File: src/rtl/pe_traffic_gen.sv
// pe_traffic_gen: processing-element traffic generator.
//   On a host start pulse it latches a destination and length, requests the
//   router, and once granted streams len+1 flits whose payload is the flit
//   index and whose MSB marks the last flit. pkt_done pulses once after the
//   last flit is accepted.
//
// Optional feature: define PE_RX_CHECK_EN to build a receive checker that
//   counts received flits whose payload differs from the expected running
//   index (saturating at 255). Without it rx_* are ignored and err_count = 0.
//
// Ports:
//   clock, reset            rising-edge clock, async active-high reset
//   start, dest, len        host request; dest/len sampled with start in IDLE
//   master_grant            router grant for the pending request
//   request_transfer        registered request to the router
//   which_processor         latched destination ID
//   processor_ready         high only while idle
//   tx_data/valid/ready     {last, payload} flit stream to the router
//   pkt_done                one-cycle pulse after the last flit is accepted
//   rx_data/valid           {last, payload} flit stream from the router
//   err_count               received-flit mismatch count
module pe_traffic_gen #(
  parameter int DATA_W = 8,
  parameter int DEST_W = 2,
  parameter int LEN_W  = 8
) (
  input  logic              clock,
  input  logic              reset,
  input  logic              start,
  input  logic [DEST_W-1:0] dest,
  input  logic [LEN_W-1:0]  len,
  input  logic              master_grant,
  output logic              request_transfer,
  output logic [DEST_W-1:0] which_processor,
  output logic              processor_ready,
  output logic [DATA_W:0]   tx_data,
  output logic              tx_valid,
  input  logic              tx_ready,
  output logic              pkt_done,
  input  logic [DATA_W:0]   rx_data,
  input  logic              rx_valid,
  output logic [7:0]        err_count
);

  typedef enum logic [1:0] {IDLE = 2'd0, REQ = 2'd1, SEND = 2'd2} state_t;

  state_t state, state_nx;

  logic [LEN_W-1:0]  len_q, idx, len_nx, idx_nx;
  logic [DEST_W-1:0] which_nx;
  logic [DATA_W:0]   data_nx;
  logic              req_nx, ready_nx, valid_nx, done_nx;

  logic accept, last_acc;
  assign accept   = tx_valid & tx_ready;
  assign last_acc = accept && (idx == len_q);

  // Flit image for index i: MSB flags the last flit, payload is i zero-extended.
  function automatic logic [DATA_W:0] flit(input logic [LEN_W-1:0] i,
                                           input logic [LEN_W-1:0] l);
    return {(i == l), DATA_W'(i)};
  endfunction

  // State and output registers
  always_ff @(posedge clock or posedge reset) begin
    if (reset) begin
      state            <= IDLE;
      len_q            <= '0;
      idx              <= '0;
      request_transfer <= 1'b0;
      which_processor  <= '0;
      processor_ready  <= 1'b1;
      tx_data          <= '0;
      tx_valid         <= 1'b0;
      pkt_done         <= 1'b0;
    end else begin
      state            <= state_nx;
      len_q            <= len_nx;
      idx              <= idx_nx;
      request_transfer <= req_nx;
      which_processor  <= which_nx;
      processor_ready  <= ready_nx;
      tx_data          <= data_nx;
      tx_valid         <= valid_nx;
      pkt_done         <= done_nx;
    end
  end

  // Next state
  always_comb begin
    state_nx = state;
    case (state)
      IDLE:    if (start)        state_nx = REQ;
      REQ:     if (master_grant) state_nx = SEND;
      SEND:    if (last_acc)     state_nx = IDLE;
      default:                   state_nx = IDLE;
    endcase
  end

  // Next values of the registered outputs
  always_comb begin
    len_nx   = len_q;
    idx_nx   = idx;
    which_nx = which_processor;
    req_nx   = request_transfer;
    valid_nx = tx_valid;
    data_nx  = tx_data;
    done_nx  = 1'b0;
    ready_nx = (state_nx == IDLE);
    case (state)
      IDLE: if (start) begin
        len_nx   = len;
        idx_nx   = '0;
        which_nx = dest;
        req_nx   = 1'b1;
      end
      REQ: if (master_grant) begin
        req_nx   = 1'b0;
        valid_nx = 1'b1;
        data_nx  = flit(idx, len_q);
      end
      SEND: if (accept) begin
        if (idx == len_q) begin
          valid_nx = 1'b0;
          done_nx  = 1'b1;
        end else begin
          // idx < len_q here, so the increment cannot wrap
          idx_nx  = idx + 1'b1;
          data_nx = flit(idx + 1'b1, len_q);
        end
      end
      default: ;
    endcase
  end

`ifdef PE_RX_CHECK_EN
  logic [DATA_W-1:0] rx_exp;
  logic [DATA_W-1:0] rx_pay;
  assign rx_pay = rx_data[DATA_W-1:0];

  // A mismatch resyncs to the received payload; a last flit always restarts at 0.
  always_ff @(posedge clock or posedge reset) begin
    if (reset) begin
      rx_exp    <= '0;
      err_count <= '0;
    end else if (rx_valid) begin
      if (rx_pay != rx_exp && err_count != 8'hFF) err_count <= err_count + 8'd1;
      if (rx_data[DATA_W])       rx_exp <= '0;
      else if (rx_pay != rx_exp) rx_exp <= rx_pay + 1'b1;
      else                       rx_exp <= rx_exp + 1'b1;
    end
  end
`else
  logic unused_rx;
  assign unused_rx = ^{rx_data, rx_valid};
  assign err_count = 8'd0;
`endif

endmodule

File: config.mk
export PLATFORM = sky130hd
export DESIGN_NAME = pe_traffic_gen
export DESIGN_NICKNAME = d
export VERILOG_FILES = /design/src/rtl/pe_traffic_gen.sv
export SDC_FILE = /design/constraint.sdc
export NUM_CORES = 1
export LEC_CHECK = 0
export ABC_CLOCK_PERIOD_IN_PS = 3750
export CAP_MARGIN = 20
export CORE_UTILIZATION = 40
export DETAILED_ROUTE_END_ITERATION = 10
export PLACE_DENSITY = 0.72
export SLEW_MARGIN = 20
export SYNTH_ARGS = -nofsm -noshare
export SYNTH_HDL_FRONTEND = slang
export SYNTH_SLANG_ARGS = --single-unit
File: constraint.sdc
create_clock -name clock -period 3.75 [get_ports clock]
set_clock_uncertainty 0.2 [all_clocks]
set_input_delay 0.9375 -clock clock [delete_from_list [all_inputs] [get_ports clock]]
set_output_delay 0.9375 -clock clock [all_outputs]
set_load 0.03 [all_outputs]
# Yosys cells after proc, flatten, opt, wreduce, memory -nomap -nowiden
# Cells that the tools add are included.
# Widths: inputs -> output; s select.
# classes
bitwise_logic	1
n_eq_ne	9
n_addsub	1
n_reduce_logical	11
n_mux	22
# ops
op	count
$mux 9	3
$mux 8	3
$pmux 9 s2	1
$eq 8x8->1	2
$pmux 8 s2	1
$reduce_and 4->1	3
$ne 2x2->1 const B	5
$add 8x1->8 const B	1
$mux 1	8
$mux 2	3
$pmux 2 s3	1
$reduce_bool 2->1	3
$logic_not 2->1	2
$pmux 1 s2	2
$reduce_and 3->1	1
$eq 2x1->1 const B	1
$eq 2x2->1 const B	1
$reduce_and 2->1	1
$and 1x1->1	1
$logic_and 1x1->1	1
# word_totals
output_inout_bits	23
input_bits	25
ff_bits	33

# Longest topological paths before layout
# Gate-level depths: netlist of the first run.
# logic_depth
word_depth	5
depth_mapped	9
ltp_nobuf	6

# Worst setup path after synthesis of the first run
# No wires, ideal clock.
# synth_path
kind	flip-flop to flip-flop
startpoint	register idx[2]
endpoint	register tx_data[1]
t_arrival_ps	2129
setup_slack_ps	1296
stages_incl_launch_ff	9
t_required_ps	3425
period_less_slack_ps	2454
setup_time_ps	125
path_buffers	3
cell_sequence	dfrtp_1 > buf_6 > xor2_1 > or4_4 > o2111a_1 > buf_6 > nand2b_4 > buf_6 > mux2_4
# synth_between
elab_chain_cells	3
# synth_rtl
item	line	text
start: declaration	49	logic [LEN_W-1:0] len_q, idx, len_nx, idx_nx;
start signal: assignment	79	idx <= idx_nx;
$eq 8x8->1	123	if (idx == len_q) begin
$ne 2x2->1 (no source line)	--	
$reduce_and 4->1 (no source line)	--	
end signal: assignment	83	tx_data <= data_nx;
end: declaration	36	output logic [DATA_W:0] tx_data,
# No other way between the ends.
# A chain may end at the register's enable or synchronous reset.

# Worst setup path in the final report of the first run
# layout_path
startpoint	register state[0]
endpoint	register tx_data[6]
# layout_between
elab_chain_cells	3
elab_cells_between_ends	8
# layout_rtl
item	line	text
start: declaration	47	state_t state, state_nx;
start signal: assignment	77	state <= state_nx;
$eq 2x1->1 / $eq 2x2->1 (equally long branches)	110	case (state)
$ne 2x2->1 (no source line) / $reduce_bool 2->1 (equally long branches)	--	
$reduce_and 4->1 (no source line)	--	
# Parallel ways exist; a longest one is shown, timed or not.

==> results of run 1 <==
where the power goes:
group          switching, W  internal, W
Clock              0.000127     0.000132
Sequential        0.0000978     0.000463
Combinational      0.000313     0.000287
area by class of cell:
class	count	area (um^2)	share of cell area, %
Clock buffer	8	80.1	3.63
Inverter	8	30.0	1.36
Multi-Input combinational cell	119	893	40.5
Sequential cell	33	827	37.5
Tap cell	52	65.1	2.95
Timing Repair Buffer	32	313	14.2
synthesized netlist by cell type, drive strengths merged, types with 2 or more instances:
master	instances	area, um^2
a21oi	9	45.0
a22oi	2	15.0
a31oi	7	43.8
a41oi	2	17.5
buf	12	98.8
clkbuf	5	18.8
dfrtp	32	801
ha	2	25.0
inv	8	30.0
mux2	19	240
mux2i	2	20.0
nand2	10	37.5
nand2b	5	38.8
nand3	2	10.0
nand4	4	25.0
nor2	8	30.0
nor3	2	10.0
nor3b	2	15.0
o21ai	3	15.0
xnor2	8	70.1
xor2	9	78.8
through the flow:
step                      utilization [%]  std cells  cell area, um^2
after CTS                            50.4        252             2210
after floorplan                         -        177             1870
after global placement               48.5        244             2130
after global routing                 50.4        252             2210
after detailed placement             48.5        244             2130
final                                50.4        252             2210
worst reg2reg max path, cell delays in order (launching register included):
cell      delay, ns
dfrtp_1        0.47
nand2b_1       0.37
inv_1          0.37
o2111a_1       0.47
nand2b_4       0.31
mux2_4         0.32
logic make-up (layout without fill, tap and decap cells):
family / count (synthesis) / after routing
mux: 21 / 21
flops: 33 / 33
other cells: 1 / 8
simple gates: 39 / 39
compound gates: 32 / 32
fa+ha+maj: 2 / 2
xor+xnor: 17 / 17
buf+inv: 25 / 48
worst max-delay path by stage:
stage | startpoint | end | slack [ns]
after floorplan | idx[2] | tx_data[1] | 1.30
after global placement | tx_ready | tx_data[6] | 0.94
after detailed placement | tx_ready | tx_data[6] | 0.93
after CTS | processor_ready | processor_ready | 1.15
after global routing | state[0] | tx_data[6] | 1.01
final | state[0] | tx_data[6] | 1.14
sequential cells by signal, summed over array words and instances (netlist names):
register,flops
tx_data,9
idx,8
len_q,8
state,2
which_processor,2
pkt_done,1
processor_ready,1
request_transfer,1
tx_valid,1
layer usage:
layer  vias up  GRT usage [%]  wire (um)
li1        640              -          -
met1       618           21.1       1710
met2        31           20.8       1450
met3         5           4.33        133
met4         0           6.67         67
met5         -              0          0
==> metrics.yaml, run 1 <==
outcome:
  status: "finished, final reports clean"
layout:
  layout_commonest_cell: "dfrtp_1"
  final_cell_mix: "dfrtp_1, clkdlybuf4s50_1, mux2_2"
  area_growth_pct: 19.9
  fin_nets: 226
  fill_cells: 410
  diodes: 0
  final_layout_size_suffix_gt1_share_pct: 16.0
pwr:
  vdd_drop_max_mv: 0.268
  p_leak_nw: 0.994
  p_per_area_nw_per_um2: 643
  fin_total_pwr_w: 0.00142
clocking:
  htree_levels: 2
  clkSinkCount: 33
  cts.path.max_buffers: 2
  cts_setup_buffers: 0
  clock-root-buffer: "clkbuf_8"
  cts_resized: 0
  cts_tree: "built"
  clk_pin_slew_ns: 0.07
  cts_made_buffers: 5
  hold_buffers: 0
  insertion_delay_ns: 0.29
synth:
  synth_warnings: 0
  ys_async_sr_fraction_pct: 100
  postSynthAreaPerCell_um2: 10.8
  synth_mux_area_share_pct: 14.1
  synth_compound_area_share_pct: 11.8
  synthAdderAreaFrac_pct: 1.36
  synth_cell_types: 42
  ys.flop_type: "dfrtp_1"
  syn_inst: 170
  synth_area_um2: 1840
  yosysSeqAreaShare_pct: 44.9
  ys_ff_latch: 33
  synth_top_family_by_area: "multiplexers"
  synthSimpleGateAreaFrac_pct: 11.5
  synthXorXnorAreaFrac_pct: 8.08
  synth-edff-count: 0
setup_path:
  crit_type: "reg -> reg"
  max_stage_delay_ns: 0.47
  cp_cell_sequence: "nand2b_1 -> inv_1 -> o2111a_1 -> nand2b_4 -> mux2_4"
  cp_max_fo: 12
  worstSetupEndpointType: "flop"
  worstRegToRegCells: 5
  slowest_stage: "dfrtp_1"
  timing.rr.start: "state[0]"
  worstPathArrival_ns: 2.59
  start_kind: "flop"
  crit_family: "simple AND/OR/NAND/NOR gates"
  worstPathRequired_ns: 3.73
  path_buf_inv: 1
  cp.depth: 5
  reg2reg_to: "tx_data[6]"
  ff2ff_setup_slack_ns: 1.14
drt:
  drt_wl_total_mm: 3.36
  drt_iter0_markers: 91
  postRouteAntennaNets: 0
  drc: 0
  drt_pass1_iterations: 4
  viasPerCell: 5.13
  vias: 1294
  routedWlPerCell_um: 13.3
timing:
  hold_ws_ns: 0.310
  tns_ns: 0
  min_period_ns: 2.61
  drv_slew: 0
  fmax_ghz: 0.383
  setup_slack_ns: 1.14
  rsz0062_at_grt: "no"
  min_period_over_period_pct: 69.7
  setup_viol: 0
  hold_viol: 0
grt:
  track_usage_pct: 14.8
  first_global_vias: 1162
  antenna_found_initial: 0
  grt_pass1_wl_mm: 5.60
  grt_overflow: 0
  grt_max_degree: 34
min_path:
  hold_depth: 1
  min-delay-start: "which_processor[1]"
  worstHoldPathType: "reg -> reg"
  min_to: "which_processor[1]"
placement:
  port_buffers: 29
  place_congestion: 0.820
  dp_slack_ns: 0.929
  hpwlAfterDp_mm: 2.38
floorplanning:
  io_pins: 48
  start_util_pct: 42.0
  core_area_um2: 4380
  die_w_um: 69.9
  die_h_um: 69.9
  std_cell_rows: 24
  die_area_um2: 4880
job:
  maxCapViolations: 0
Power figures use the tool's default switching activity.
==> inputs of run 2 (changes only) <==
--- a/config.mk
+++ b/config.mk
@@ -5,11 +5,11 @@
 export SDC_FILE = /design/constraint.sdc
 export NUM_CORES = 1
 export LEC_CHECK = 0
-export ABC_CLOCK_PERIOD_IN_PS = 3750
+export ABC_CLOCK_PERIOD_IN_PS = 2100
 export CAP_MARGIN = 20
 export CORE_UTILIZATION = 40
 export DETAILED_ROUTE_END_ITERATION = 10
-export PLACE_DENSITY = 0.72
+export PLACE_DENSITY = 0.74
 export SLEW_MARGIN = 20
 export SYNTH_ARGS = -nofsm -noshare
 export SYNTH_HDL_FRONTEND = slang
==> constraint.sdc (replaced) <==
create_clock -name clock -period 2.1 [get_ports clock]
set_clock_uncertainty 0.2 [all_clocks]
set_input_delay 0.525 -clock clock [delete_from_list [all_inputs] [get_ports clock]]
set_output_delay 0.525 -clock clock [all_outputs]
set_load 0.03 [all_outputs]
==> run 2 against run 1 <==
Effect of this change:
- flip-flop and latch count unchanged
- power increased by 98%
- worst setup slack lost 1.3 ns
- register-to-register slack got worse by 1.3 ns
- clock power up 75%
- the run now ends with setup timing left
- utilization rose by 7.2 points
- non-clock buffer count rose by 28
- clock-buffer cell count unchanged
- die area is the same
- sequential power rose by 77%
- worst hold slack worse by 0.016 ns
==> metrics.yaml, run 2 (same netlist as run 1, synthesis figures left out) <==
outcome:
  status: "complete, but fails checks"
  violations: "setup timing"
drt:
  drt_wl_total_mm: 3.76  # +12%
  routedWlPerCell_um: 13.4  # +0.74%
  drt_pass1_iterations: 4  # unchanged
  vias: 1424  # +10%
  drc: 0  # unchanged
  viasPerCell: 5.09  # -0.96%
  drt_iter0_markers: 62  # -32%
  postRouteAntennaNets: 0  # unchanged
setup_path:
  start_kind: "flop"
  cp_max_fo: 6  # -6
  crit_type: "reg -> reg"
  worstPathRequired_ns: 2.07  # -1.66 ns
  worstPathArrival_ns: 2.21  # -0.38 ns
  worstSetupEndpointType: "flop"
layout:
  largest_reg_flops: 9  # unchanged
  layout_commonest_cell: "dfrtp_1"
  final_layout_size_suffix_gt1_share_pct: 31.6  # +16 points
  final_cell_mix: "dfrtp_1, buf_4, clkdlybuf4s50_1"
  fin_util_pct: 57.6  # +7.2 points
  top_register: "tx_data"
  diodes: 0  # unchanged
  fin_nets: 254  # +12%
  final_cells: 280  # +11%
  fill_cells: 382  # -6.8%
  area_growth_pct: 37.0
  reg_top3: "tx_data x9, idx x8, len_q x8"
pwr:
  vdd_drop_max_mv: 0.445  # +66%
  p_per_area_nw_per_um2: 1120  # +73%
  p_leak_nw: 1.14  # +15%
timing:
  tns_ns: -1.84  # -1.84 ns
  hold_viol: 0  # unchanged
  min_period_ns: 2.24  # -0.377 ns
  drv_slew: 0  # unchanged
  min_period_over_period_pct: 106  # +37 points
  setup_viol: 17  # +17
  rsz0062_at_grt: "yes"
  setup_slack_ns: -0.136  # -1.27 ns
  fmax_ghz: 0.447  # +17%
job:
  maxCapViolations: 0  # unchanged
floorplanning:
  start_util_pct: 42.0  # unchanged
  die_area_um2: 4880  # unchanged
  core_area_um2: 4380  # unchanged
  io_pins: 48  # unchanged
  std_cell_rows: 24  # unchanged
  die_w_um: 69.9  # unchanged
  die_h_um: 69.9  # unchanged
grt:
  grt_max_degree: 14  # -59%
  grtUsageMet3_pct: 4.04  # -0.29 points
  grt_util_met1_pct: 22.7  # +1.5 points
  grt_overflow: 0  # unchanged
  grt_pass1_wl_mm: 6.55  # +17%
  track_usage_pct: 17.2  # +2.4 points
  top_usage_layer: "met2"
  antenna_found_initial: 0  # unchanged
  first_global_vias: 1342  # +15%
  gr-usage-met2_pct: 26.6  # +5.8 points
clocking:
  clkSinkCount: 33  # unchanged
  clk_pin_slew_ns: 0.06  # about the same
  cts.path.max_buffers: 2  # unchanged
  cts_made_buffers: 5  # unchanged
  cts_tree: "built"
  insertion_delay_ns: 0.29  # about the same
  hold_buffers: 0  # unchanged
  htree_levels: 2  # unchanged
  clock-root-buffer: "clkbuf_8"
placement:
  port_buffers: 29  # unchanged
  place_congestion: 0.880  # +7.4%
  hpwlAfterDp_mm: 2.78  # +17%
  dp_cells: 269  # +10%
min_path:
  worstHoldPathType: "in -> async"
[run 2: critical path, cell delays in order, from the launching register on]
cell and delay, ns:
dfrtp_1 0.39, xor2_1 0.18, or4_4 0.56, buf_4 0.18, o2111ai_4 0.20, a21oi_4 0.13, mux2_2 0.29
[run 2: cell type report]
type / count / area [um^2] / share of cell area (%)
timing repair buffer: 60 / 524 / 20.8
tap: 52 / 65.1 / 2.58
multi-input combinational: 119 / 996 / 39.5
sequential: 33 / 828 / 32.8
clock buffer: 8 / 80.1 / 3.17
inverter: 8 / 30.0 / 1.19
[run 2: power breakdown]
group / internal, W / total, W / switching [W]
logic: 0.000704 / 0.00137 / 0.000665
registers: 0.000827 / 0.000992 / 0.000165
clock network: 0.000235 / 0.000454 / 0.000219
[run 2: worst paths after layout]
path / endpoint / start / cells after the start / slack, ns
setup / recovery: idx[0] / idx[3] / 6 / -0.14
hold / removal: idx[1] / reset / 2 / 0.29
setup reg to reg: idx[0] / idx[3] / 6 / -0.14
hold reg to reg: which_processor[0] / which_processor[0] / 1 / 0.31
max in group asynchronous: idx[2] / reset / 3 / 0.91
min in group clock: which_processor[0] / which_processor[0] / 1 / 0.31
[run 2: timing repair]
item,4_1_cts,5_1_grt
resized for setup,7,8
hold endpoints to repair,0,0
cloned,0,0
endpoints found under the setup margin,19,20
setup buffers,1,2
pin swaps,4,3
[run 2: layer usage]
metal	share of wire [%]	wire length (um)	vias up
met5	0	0	-
met4	2.3	86	0
met3	4.5	169	6
met2	47	1770	37
met1	46	1740	688
li1	-	-	693
[run 2: metrics by stage]
step | total power (W) | setup slack, ns | instance area, um^2 | hold WS [ns]
3_3_place_gp | 0.00225 | -0.151 | 2330 | 0.291
6_report | 0.00282 | -0.136 | 2520 | 0.295
2_1_floorplan | 0.00182 | -0.326 | 1880 | 0.297
3_5_place_dp | 0.00228 | -0.212 | 2330 | 0.304
4_1_cts | 0.00277 | -0.136 | 2450 | 0.296
5_1_grt | 0.00302 | -0.184 | 2520 | 0.321
